## src/rtl/ctrl_regs_mc.sv

```systemverilog
// ctrl_regs_mc: multi-channel control/status register file between the
// command bus and the slave arbiter.
//   clk_i, rstn_i           : clock, asynchronous active-low reset
//   cmd_i/cmd_addr_i        : command (10 write, 01 read, else idle) and byte address
//   cmd_data_i/cmd_data_o   : write data in, registered read data out
//   cmd_err_o               : one-cycle pulse after an illegal access
//   slv_avail_i             : per-channel FIFO availability, 8 bits per channel
//   slv_en_o/prio_o/len_o   : per-channel control fields from CTRL[n]
//   irq_o                   : registered level interrupt
module ctrl_regs_mc #(
  parameter int CH_NUM     = 3,
  parameter int addr_width = 8
) (
  input  logic                  clk_i,
  input  logic                  rstn_i,
  input  logic [1:0]            cmd_i,
  input  logic [addr_width-1:0] cmd_addr_i,
  input  logic [31:0]           cmd_data_i,
  output logic [31:0]           cmd_data_o,
  output logic                  cmd_err_o,
  input  logic [8*CH_NUM-1:0]   slv_avail_i,
  output logic [CH_NUM-1:0]     slv_en_o,
  output logic [2*CH_NUM-1:0]   slv_prio_o,
  output logic [3*CH_NUM-1:0]   slv_len_o,
  output logic                  irq_o
);
  localparam logic [4:0]  CH_LIM   = 5'(CH_NUM);
  localparam logic [31:0] LOCK_KEY = 32'h0000_005A;

  logic [5:0]        ctrl_q  [CH_NUM];
  logic [7:0]        thr_q   [CH_NUM];
  logic [7:0]        avail_q [CH_NUM];
  logic [CH_NUM-1:0] below, below_q, below_prev_q, event_set;
  logic [CH_NUM-1:0] irq_stat_q, irq_en_q, w1c_clr;
  logic              lock_q;

  logic        is_wr, is_rd, hi_bad, aligned, ch_ok, mapped, acc_err, wr_ok;
  logic [7:0]  off;
  logic [1:0]  region;
  logic [3:0]  idx;
  logic        sel_ctrl, sel_stat, sel_thr, sel_istat, sel_ien, sel_lock;
  logic [31:0] rd_data;

  always_comb begin
    is_wr   = (cmd_i == 2'b10);
    is_rd   = (cmd_i == 2'b01);
    off     = cmd_addr_i[7:0];
    region  = off[7:6];
    idx     = off[5:2];
    hi_bad  = ((cmd_addr_i >> 8) != '0);
    aligned = !hi_bad && (off[1:0] == 2'b00);
    ch_ok   = ({1'b0, idx} < CH_LIM);

    sel_ctrl  = aligned && (region == 2'd0) && ch_ok;
    sel_stat  = aligned && (region == 2'd1) && ch_ok;
    sel_thr   = aligned && (region == 2'd2) && ch_ok;
    sel_istat = !hi_bad && (off == 8'hF0);
    sel_ien   = !hi_bad && (off == 8'hF4);
    sel_lock  = !hi_bad && (off == 8'hF8);
    mapped    = sel_ctrl | sel_stat | sel_thr | sel_istat | sel_ien | sel_lock;

    acc_err = (is_wr || is_rd) &&
              (!mapped ||
               (is_wr && sel_stat) ||
               (is_wr && lock_q && (sel_ctrl || sel_thr)));
    wr_ok   = is_wr && !acc_err;
    w1c_clr = (wr_ok && sel_istat) ? cmd_data_i[CH_NUM-1:0] : '0;

    rd_data = '0;
    for (int n = 0; n < CH_NUM; n++) begin
      if (idx == 4'(n)) begin
        if (sel_ctrl) rd_data = {26'd0, ctrl_q[n]};
        if (sel_stat) rd_data = {24'd0, avail_q[n]};
        if (sel_thr)  rd_data = {24'd0, thr_q[n]};
      end
    end
    if (sel_istat) rd_data = 32'(irq_stat_q);
    if (sel_ien)   rd_data = 32'(irq_en_q);
    if (sel_lock)  rd_data = {31'd0, lock_q};

    // A threshold of zero disables the channel's event.
    for (int n = 0; n < CH_NUM; n++) begin
      below[n] = (thr_q[n] != 8'd0) && (avail_q[n] < thr_q[n]);
    end
    event_set = below_q & ~below_prev_q;

    for (int n = 0; n < CH_NUM; n++) begin
      slv_en_o[n]         = ctrl_q[n][0];
      slv_prio_o[2*n +: 2] = ctrl_q[n][2:1];
      slv_len_o[3*n +: 3]  = ctrl_q[n][5:3];
    end
  end

  always_ff @(posedge clk_i or negedge rstn_i) begin
    if (!rstn_i) begin
      for (int n = 0; n < CH_NUM; n++) begin
        ctrl_q[n]  <= '0;
        thr_q[n]   <= '0;
        avail_q[n] <= '0;
      end
      below_q      <= '0;
      below_prev_q <= '0;
      irq_stat_q   <= '0;
      irq_en_q     <= '0;
      lock_q       <= 1'b0;
      cmd_data_o   <= '0;
      cmd_err_o    <= 1'b0;
      irq_o        <= 1'b0;
    end else begin
      for (int n = 0; n < CH_NUM; n++) begin
        avail_q[n] <= slv_avail_i[8*n +: 8];
        if (wr_ok && (idx == 4'(n))) begin
          if (sel_ctrl) ctrl_q[n] <= cmd_data_i[5:0];
          if (sel_thr)  thr_q[n]  <= cmd_data_i[7:0];
        end
      end
      below_q      <= below;
      below_prev_q <= below_q;
      // Set dominates a same-cycle W1C of the same bit.
      irq_stat_q   <= (irq_stat_q & ~w1c_clr) | event_set;
      if (wr_ok && sel_ien) irq_en_q <= cmd_data_i[CH_NUM-1:0];
      if (wr_ok && sel_lock && (cmd_data_i == LOCK_KEY)) lock_q <= 1'b1;
      cmd_err_o <= acc_err;
      if (is_rd) cmd_data_o <= acc_err ? 32'd0 : rd_data;
      irq_o <= |(irq_stat_q & irq_en_q);
    end
  end
endmodule

```

## config.mk

```make
export PLATFORM = sky130hd
export DESIGN_NAME = ctrl_regs_mc
export DESIGN_NICKNAME = d
export VERILOG_FILES = /design/src/rtl/ctrl_regs_mc.sv
export SDC_FILE = /design/constraint.sdc
export NUM_CORES = 1
export LEC_CHECK = 0
export ABC_CLOCK_PERIOD_IN_PS = 2300
export CAP_MARGIN = 0
export CORE_MARGIN = 2
export CORE_UTILIZATION = 25
export CTS_BUF_LIST = sky130_fd_sc_hd__clkbuf_16
export DETAILED_ROUTE_END_ITERATION = 16
export GPL_TIMING_DRIVEN = 0
export SYNTH_ARGS = -nofsm -noshare
export SYNTH_HDL_FRONTEND = slang
export SYNTH_SLANG_ARGS = --single-unit
```

## constraint.sdc

```tcl
create_clock -name clk_i -period 2.3 [get_ports clk_i]
set_input_delay 0.575 -clock clk_i [delete_from_list [all_inputs] [get_ports clk_i]]
set_output_delay 0.575 -clock clk_i [all_outputs]
set_load 0.005 [all_outputs]
```

==> run_results.csv, run 1 <==
group,metric,value,unit
status,outcome,"completed",
route,route.detailed.drc,0,
clocking,clock_latency,0.35,ns
global_route,gr-total-overflow,0,
global_route,antenna_found_initial,0,
setup_path,required,2.51,ns
floorplan,fp.coreArea,19400,um^2
logic_synthesis,synth.most_common_cell,"dfrtp_1",
setup_path,cp.arrival,2.51,ns
logic_synthesis,yosysWarnings,0,
sta,fin_crit_sh,100,%
setup_path,reg2reg_to,"slv_len_o[8]$_DFFE_PN0P_",
sta,period_minus_slack,2.30,ns
clocking,path_clk_slew,0.06,ns
sta,relSlewSlack,40.4,%
layout,fin_nets,657,
route,drt-initial-drc-count,229,
logic_synthesis,synth_edf_count,0,
logic_synthesis,synth_top_area_cell,"dfrtp_1",
floorplan,dieWidth,144,um
setup_path,rrSetupSlack,0.30,ns
layout,syn2layout_area_growth,39.8,%
pwr,power_density,521,nW/um^2
clocking,cts_root_buf,"clkbuf_16",
logic_synthesis,synth_ff_type,"dfrtp_1",
logic_synthesis,synth_cell_type_count,59,
logic_synthesis,synth_common_cells,"89 x dfrtp_1, 32 x inv_1, 26 x buf_4",
route,vias_per_cell,4.76,
setup_path,crit_path_start_kind,"primary input",
route,wl_per_cell,18.5,um
sta,setup_viol,0,
sta,worst_clock_skew,0.00842,ns
layout,postLayoutCellArea,6890,um^2
floorplan,fp.dieH,144,um
setup_path,crit_type,"in -> reg",
sta,max_freq,435,MHz
logic_synthesis,synth_top_area_share,45.2,%
setup_path,crit_fanout,10,
pwr,ir_drop,333,uV
setup_path,r2r_cells,7,
sta,hold_viol_final,0,
floorplan,io_pins,120,
clocking,cts_buffers,9,
logic_synthesis,syn-cell-area,4930,um^2
setup_path,end_kind,"flop",
layout,diodes,0,
sta,rsz0062_at_grt,"true",
placed_design,io_buffer_count,91,
placed_design,hpwl,11600,um
clocking,cts_tree,"built",
setup_path,worstReg2RegStart,"lock_q$_DFFE_PN0P_",
clocking,cts_sinks,89,
route,drt_wl_total,15500,um
logic_synthesis,ys_ff_latch,89,
route,vias,3976,
floorplan,dieArea,20800,um^2
global_route,grt_pass1_wl,23800,um
placed_design,placed_cell_area,6380,um^2
hold_path,hold_path.class,"in -> async",
global_route,grt_usage,15.4,%
sta,whs,0.198,ns
placed_design,place.gp.congestion,0.917,
global_route,grt_max_degree,54,
clocking,clk_path_buf_depth,2,
setup_path,critPathMaxStageDelay,0.59,ns
layout,fill_cells,1945,
clocking,htreeDepth,3,
logic_synthesis,synth.avg_cell_area,11.6,um^2
layout,drive_gt1_share,23.6,%
floorplan,start_util,25.4,%
route,ant_nets,0,
run,drv_cap,0,
logic_synthesis,synth_cells,425,
pwr,p_leak,2.97,nW
global_route,grt_pass1_vias,4222,
logic_synthesis,ys_top_cells_by_area,"dfrtp_1 45%, ha_1 5.8%, mux2_1 5.7%, mux2_4 5.5%, buf_4 4.0%",
floorplan,rows,51,
setup_path,path_cells,"buf_2 > clkbuf_4 > clkbuf_2 > mux2i_1 > nor2_1 > a2111oi_1 > o32ai_1",
sta,slew_violations,0,
logic_synthesis,async_flop_share,100,%
sta,worstMarginPinSlew,0.892,ns
logic_synthesis,yosysSeqAreaShare,45.2,%
route,drtPass1Iterations,5,
setup_path,crit_path_top_delay_cell,"a2111oi_1",
## layout by cell type, fill, tap and decap left out, types with 5 or more instances in the layout
| master | count |
|---|---|
| dfrtp_1 | 89 |
| clkdlybuf4s50_1 | 84 |
| mux2_4 | 36 |
| buf_4 | 35 |
| inv_1 | 31 |
| conb_1 | 24 |
| ha_1 | 22 |
| nor2_1 | 15 |
| nand2_1 | 14 |
| mux2i_1 | 14 |
| nor4_1 | 11 |
| o22ai_1 | 10 |
| a21o_1 | 9 |
| o21ai_0 | 9 |
| clkbuf_16 | 9 |
| clkbuf_2 | 8 |
| mux2_1 | 7 |
| mux2_2 | 7 |
| a21oi_1 | 6 |
| clkbuf_1 | 5 |
| a211oi_1 | 5 |
| o21a_1 | 5 |
| a2bb2oi_1 | 5 |
## layer usage
metal	up-vias	track usage, %	part of all wire, %
li1	1811	-	-
met1	1980	20.2	44
met2	171	25.3	47
met3	14	3.87	7.6
met4	0	3.68	1.1
met5	-	0	0
## flip-flops by register name, indices dropped and copies added, names as in the netlist
register / cells
below_q: 3
irq_o: 1
irq_en_q: 3
cmd_data_o: 8
below_prev_q: 3
slv_prio_o: 6
slv_len_o: 9
thr_q: 24
slv_en_o: 3
irq_stat_q: 3
avail_q: 24
cmd_err_o: 1
lock_q: 1
## per-stage QoR
step	TNS, ns	total power [mW]	instances	setup slack (ns)	util [%]
global route	-0.0263	3.73	836	-0.0200	35.5
global placement	-280.36	2.12	804	-2.62	32.8
floorplan	-4.14	1.87	448	-0.106	-
detailed placement	-49.78	2.13	805	-1.09	32.9
CTS	0	3.62	834	0.00121	35.5
finish	0	3.59	836	0.000968	35.5
## logic make-up after synthesis
| kind of cell | Yosys count | share of synthesized area [%] |
|---|---|---|
| AOI/OAI and AO/OA | 92 | 14.3 |
| DFF | 89 | 45.2 |
| and+or+nand+nor | 84 | 11.2 |
| buffers and inverters | 72 | 7.70 |
| muxes | 64 | 15.6 |
| adders and majority gates | 23 | 5.84 |
| other | 1 | 0.0761 |
## worst max path at each step
stage | start | to | slack, ns
after floorplan | cmd_addr_i[5] | slv_en_o[2]$_DFFE_PN0P_ | -0.11
after global placement | rstn_i | avail_q[5]$_DFF_PN0_ | -2.62
after detailed placement | cmd_addr_i[3] | cmd_data_o[1]$_DFFE_PN0N_ | -1.09
after CTS | cmd_addr_i[0] | slv_en_o[1]$_DFFE_PN0P_ | 0.001
after global routing | cmd_addr_i[3] | cmd_data_o[4]$_DFFE_PN0N_ | -0.02
final | cmd_addr_i[6] | cmd_data_o[0]$_DFFE_PN0N_ | 0.001
## critical path, delay by kind of cell
kind | cells | cell delay, ns
compound gates | 2 | 0.74
mux | 1 | 0.25
buf+inv | 3 | 0.85
simple gates | 1 | 0.08
## final cells by class
class                           instances  area (um^2)  area share [%]
Clock inverter                          7         68.8           0.999
Buffer                                 40          289            4.20
Timing Repair Buffer                  107         1080            15.7
Clock buffer                            9          225            3.27
Multi-Input combinational cell        287         2550            37.0
Sequential cell                        89         2230            32.3
Tap cell                              265          332            4.81
Inverter                               32          120            1.74
## where the power goes
| group | switching, mW | internal, mW | total [mW] |
|---|---|---|---|
| Sequential | 0.0321 | 1.60 | 1.64 |
| Clock | 0.630 | 0.838 | 1.47 |
| Combinational | 0.242 | 0.244 | 0.486 |
| Total | 0.904 | 2.69 | 3.59 |
## repair_timing
item | CTS | global route
hold buffers | 0 | 0
pin swaps | 11 | 7
endpoints found under the setup margin | 53 | 45
gates resized for setup | 27 | 11
cloned | 0 | 0
setup buffers | 13 | 2
(Power assumes the default switching activity.)
==> run 2: changes to the inputs <==
--- a/config.mk
+++ b/config.mk
@@ -8,10 +8,11 @@
 export ABC_CLOCK_PERIOD_IN_PS = 2300
 export CAP_MARGIN = 0
 export CORE_MARGIN = 2
-export CORE_UTILIZATION = 25
+export CORE_UTILIZATION = 50
 export CTS_BUF_LIST = sky130_fd_sc_hd__clkbuf_16
 export DETAILED_ROUTE_END_ITERATION = 16
 export GPL_TIMING_DRIVEN = 0
+export PLACE_DENSITY = 0.81
 export SYNTH_ARGS = -nofsm -noshare
 export SYNTH_HDL_FRONTEND = slang
 export SYNTH_SLANG_ARGS = --single-unit
==> run 2 against run 1 <==
  * Total power is 1.3% lower
  * Critical path depth is 1 higher
  * Core utilization is 34 points higher
  * Critical endpoint is now slv_en_o[1]$_DFFE_PN0P_
  * Setup slack better by 0.035 ns
  * Clock power is 3% lower
  * Clock-buffer cell count stayed put
  * Die area is 49% lower
  * Global-route usage is 12 points higher
  * Final cell count is 16% lower
  * Sequential power hardly changed
==> run_results.csv, run 2 (same netlist as run 1, synthesis figures left out) <==
group,metric,value,unit
status,outcome,"completed",
pwr,ir_drop,385,uV
floorplan,fp.coreArea,9680,um^2
sta,slew_violations,0,
clocking,clk_path_buf_depth,2,
sta,max_freq,442,MHz
global_route,grt_usage,27.7,%
floorplan,rows,36,
global_route,antenna_found_initial,0,
pwr,power_density,525,nW/um^2
sta,fin_crit_sh,98.4,%
route,wl_per_cell,20.0,um
layout,fin_nets,654,
clocking,path_clk_slew,0.06,ns
sta,worstMarginPinSlew,0.832,ns
setup_path,crit_path_top_delay_cell,"a211o_1",
clocking,cts_root_buf,"clkbuf_16",
layout,final_common_cell,"dfrtp_1",
setup_path,critPathMaxStageDelay,0.31,ns
setup_path,path_cells,"dlygate4sd2_1 > nand4bb_4 > a211o_1 > a211o_1 > buf_6 > nor4_4 > buf_12 > mux2_4",
placed_design,place.gp.congestion,0.948,
hold_path,hold_path.class,"in -> async",
sta,hold_viol_final,0,
placed_design,hpwl,10300,um
sta,worst_clock_skew,0.00728,ns
floorplan,start_util,50.9,%
clocking,cts_buffers,9,
pwr,p_total,3.54,mW
clocking,cts_tree,"built",
route,vias_per_cell,5.71,
sta,relSlewSlack,44.5,%
global_route,gr-total-overflow,0,
global_route,grt_pass1_vias,4105,
setup_path,cp_num_buf_inv,3,
pwr,p_leak,2.97,nW
sta,worst_slack,0.0361,ns
clocking,cts_sinks,89,
setup_path,crit_path_start_kind,"primary input",
setup_path,crit_top_cell,"a211o_1",
setup_path,crit_family,"buffers and inverters",
setup_path,cp.arrival,2.48,ns
global_route,grt_max_degree,70,
route,drt_wl_total,14100,um
layout,drive_gt1_share,22.7,%
placed_design,io_buffer_count,91,
clocking,clock_latency,0.34,ns
placed_design,place_ws,-1.02,ns
floorplan,fp.dieH,103,um
sta,period_minus_slack,2.26,ns
layout,diodes,0,
route,ant_nets,0,
layout,final_cell_mix,"89 x dfrtp_1, 84 x clkdlybuf4s50_1, 36 x mux2_4",
floorplan,dieWidth,103,um
sta,rsz0062_at_grt,"false",
floorplan,dieArea,10700,um^2
run,drv_cap,0,
layout,fin_util,69.7,%
setup_path,end_kind,"flop",
sta,fin_tns_setup,0,ns
global_route,grt_pass1_wl,21700,um
route,drtPass1Iterations,5,
route,route.detailed.drc,0,
setup_path,required,2.52,ns
setup_path,crit_fanout,6,
layout,syn2layout_area_growth,37.0,%
route,drt-initial-drc-count,337,
floorplan,io_pins,120,
setup_path,crit_type,"in -> reg",
sta,whs,0.118,ns
route,vias,4003,
sta,setup_viol,0,
clocking,htreeDepth,3,
[run 2: cell count changes in the layout (fill, tap and decap cells not counted), moves of 2 or more]
cell,delta
inv_1,+2
clkdlybuf4s15_1,+2
buf_4,-5
buf_12,+2
clkbuf_2,-3
dlygate4sd2_1,+3
[run 2: final timing paths]
| path | slack [ns] | cells after the start | end | start |
|---|---|---|---|---|
| worst max-delay path | 0.04 | 8 | slv_en_o[1]$_DFFE_PN0P_ | cmd_addr_i[0] |
| worst min-delay path | 0.12 | 1 | avail_q[4]$_DFF_PN0_ | rstn_i |
| worst max register to register | 0.40 | 7 | slv_en_o[1]$_DFFE_PN0P_ | lock_q$_DFFE_PN0P_ |
| worst min register to register | 0.38 | 0 | below_prev_q[2]$_DFF_PN0_ | below_q[2]$_DFF_PN0_ |
| max in group asynchronous | 1.56 | 2 | avail_q[9]$_DFF_PN0_ | rstn_i |
| min in group clk_i | 0.38 | 0 | below_prev_q[2]$_DFF_PN0_ | below_q[2]$_DFF_PN0_ |
[run 2: per-layer routing]
layer | share of wire [%] | track usage (%)
met1 | 41 | 35.8
met2 | 49 | 47.7
met3 | 8.3 | 6.45
met4 | 1.5 | 6.58
met5 | 0 | 0
[run 2: what timing repair did]
action                                 CTS  global route
hold buffers                             0             0
gates cloned                             0             0
setup endpoints to repair               54            46
setup buffers                           12             0
pin swaps                               11             6
gates resized for setup                 24            11
endpoints found under the hold margin    0             0
[run 2: cell type report]
class	instances	area [um^2]
Fill cell	708	2940
Sequential cell	89	2230
Timing Repair Buffer	104	1100
Inverter	32	120
Clock inverter	7	63.8
Multi-Input combinational cell	287	2560
Buffer	40	287
Clock buffer	9	225
Tap cell	133	166
[run 2: stage by stage]
| stage | area [um^2] | instances |
|---|---|---|
| final | 6750 | 701 |
| after global routing | 6750 | 701 |
| after CTS | 6730 | 701 |
| after detailed placement | 6220 | 673 |
| after global placement | 6190 | 672 |
| after floorplan | 5110 | 448 |
[run 2: where the power goes]
| part | internal [mW] | switching, mW |
|---|---|---|
| Sequential | 1.60 | 0.0286 |
| Combinational | 0.245 | 0.239 |
| Clock | 0.830 | 0.595 |
==> run 3: changes to the inputs <==
--- a/config.mk
+++ b/config.mk
@@ -13,6 +13,7 @@
 export DETAILED_ROUTE_END_ITERATION = 16
 export GPL_TIMING_DRIVEN = 0
 export PLACE_DENSITY = 0.81
+export SETUP_SLACK_MARGIN = 0.2
 export SYNTH_ARGS = -nofsm -noshare
 export SYNTH_HDL_FRONTEND = slang
 export SYNTH_SLANG_ARGS = --single-unit
==> run 3 against run 2 <==
  * Non-clock buffer count is 12 higher
  * Combinational power is 4.8% higher
  * Clock power rose by 8%
  * Final cell count is 1.7% higher
  * Setup slack gained 0.13 ns
  * Largest power group unchanged
==> run_results.csv, run 3 (same netlist as run 1, synthesis figures left out) <==
group,metric,value,unit
status,outcome,"completed",
floorplan,fp.dieH,103,um
layout,diodes,0,
placed_design,place_ws,-1.00,ns
floorplan,rows,36,
route,vias,4120,
placed_design,placed_cell_area,6220,um^2
placed_design,post-place-cells,673,
global_route,grt_pass1_vias,4177,
clocking,cts_root_buf,"clkbuf_16",
route,drt-initial-drc-count,362,
pwr,switching_power,876,uW
clocking,htreeDepth,3,
floorplan,dieArea,10700,um^2
setup_path,crit_type,"in -> reg",
global_route,gr-total-overflow,0,
setup_path,rrSetupSlack,0.35,ns
clocking,clk_path_buf_depth,2,
clocking,path_clk_slew,0.06,ns
global_route,grt_pass1_wl,21500,um
global_route,antenna_found_initial,0,
setup_path,reg2reg_to,"slv_len_o[7]$_DFFE_PN0P_",
clocking,cts_sinks,89,
pwr,seq_power_share,44.4,%
clocking,ctsHoldBuffers,0,
sta,worst_slack,0.170,ns
hold_path,hold_path.class,"in -> async",
setup_path,crit_path_start,"cmd_addr_i[2]",
global_route,grt_usage,27.6,%
setup_path,critPathMaxStageDelay,0.34,ns
global_route,grt_max_degree,70,
sta,fin_crit_sh,92.6,%
setup_path,path_cells,"buf_12 > buf_4 > buf_4 > or3_4 > or2_4 > nor4_4 > buf_12 > mux2_4",
setup_path,cp_num_buf_inv,4,
setup_path,worstReg2RegStart,"lock_q$_DFFE_PN0P_",
sta,rsz0062_at_grt,"true",
sta,hold_viol_final,0,
placed_design,io_buffer_count,91,
layout,postLayoutCellArea,6910,um^2
clocking,cts_buffers,9,
layout,multi_input_area,2600,um^2
pwr,clock_power_share,41.9,%
pwr,p_leak,3.08,nW
layout,fill_cells,685,
route,drtPass1Iterations,5,
pwr,power_density,533,nW/um^2
pwr,p_total,3.68,mW
sta,period_minus_slack,2.13,ns
placed_design,place.gp.congestion,0.954,
sta,worstMarginPinSlew,0.685,ns
layout,layout.cells.non_filler,713,
floorplan,dieWidth,103,um
setup_path,crit_fanout,7,
layout,drive_gt1_share,26.9,%
sta,relSlewSlack,54.3,%
setup_path,crit_path_top_delay_cell,"or3_4",
setup_path,crit_family,"simple AND/OR/NAND/NOR gates",
sta,setup_viol,0,
layout,final_cell_mix,"89 x dfrtp_1, 83 x clkdlybuf4s50_1, 43 x buf_4",
setup_path,r2r_cells,7,
run,drv_cap,0,
floorplan,fp.coreArea,9680,um^2
route,vias_per_cell,5.78,
route,route.detailed.drc,0,
setup_path,end_kind,"flop",
floorplan,io_pins,120,
sta,max_freq,469,MHz
pwr,switching_share,23.8,%
layout,regArea,2230,um^2
pwr,p_int,2.81,mW
setup_path,crit_path_start_kind,"primary input",
placed_design,hpwl,10100,um
layout,fin_nets,666,
route,drt_wl_total,14300,um
clocking,clock_latency,0.35,ns
pwr,comb_power_share,13.8,%
setup_path,required,2.53,ns
layout,final_common_cell,"dfrtp_1",
floorplan,start_util,50.9,%
layout,syn2layout_area_growth,40.2,%
route,ant_nets,0,
pwr,ir_drop,333,uV
route,wl_per_cell,20.1,um
clocking,cts_tree,"built",
sta,slew_violations,0,
setup_path,cp.arrival,2.36,ns
sta,worst_clock_skew,0.0106,ns
[run 3: worst max path at each step]
stage,cells past startpoint,end
2_1_floorplan,7,slv_en_o[2]$_DFFE_PN0P_
3_3_place_gp,1,slv_en_o[1]$_DFFE_PN0P_
3_5_place_dp,7,cmd_data_o[2]$_DFFE_PN0N_
4_1_cts,8,slv_len_o[7]$_DFFE_PN0P_
5_1_grt,9,slv_len_o[7]$_DFFE_PN0P_
6_report,8,slv_prio_o[1]$_DFFE_PN0P_
[run 3: metal layers]
| layer | global-route usage, % | part of all wire [%] |
|---|---|---|
| met1 | 36.2 | 42 |
| met2 | 45.0 | 47 |
| met3 | 3.76 | 7.4 |
| met4 | 14.1 | 3.7 |
| met5 | 0 | 0 |
[run 3: power by group through the flow]
stage | clock [mW] | combinational [mW] | sequential, mW
after floorplan | 0 | 0.216 | 1.65
after global placement | 0 | 0.438 | 1.66
after detailed placement | 0 | 0.457 | 1.66
after CTS | 1.56 | 0.480 | 1.63
after global routing | 1.63 | 0.547 | 1.64
final | 1.54 | 0.507 | 1.63
[run 3: stage by stage]
step                TNS, ns  hold WS (ns)  utilization, %
floorplan             -4.14         0.279               -
global placement    -254.88         0.360            63.9
detailed placement   -45.40         0.372            64.2
CTS                       0         0.111            69.9
global route              0         0.127            71.3
finish                    0         0.110            71.3
[run 3: cell type report]
| type | instances | share of cell area (%) |
|---|---|---|
| multi-input combinational | 287 | 37.6 |
| sequential | 89 | 32.2 |
| timing repair buffer | 116 | 17.0 |
| buffer | 40 | 4.44 |
| clock buffer | 9 | 3.26 |
| tap | 133 | 2.41 |
| inverter | 32 | 1.78 |
| clock inverter | 7 | 1.25 |
[run 3: timing repair]
action                     CTS  global route
buffers inserted            17             7
pin swaps                   13            13
setup endpoints to repair   56            51
resized for setup           48            29
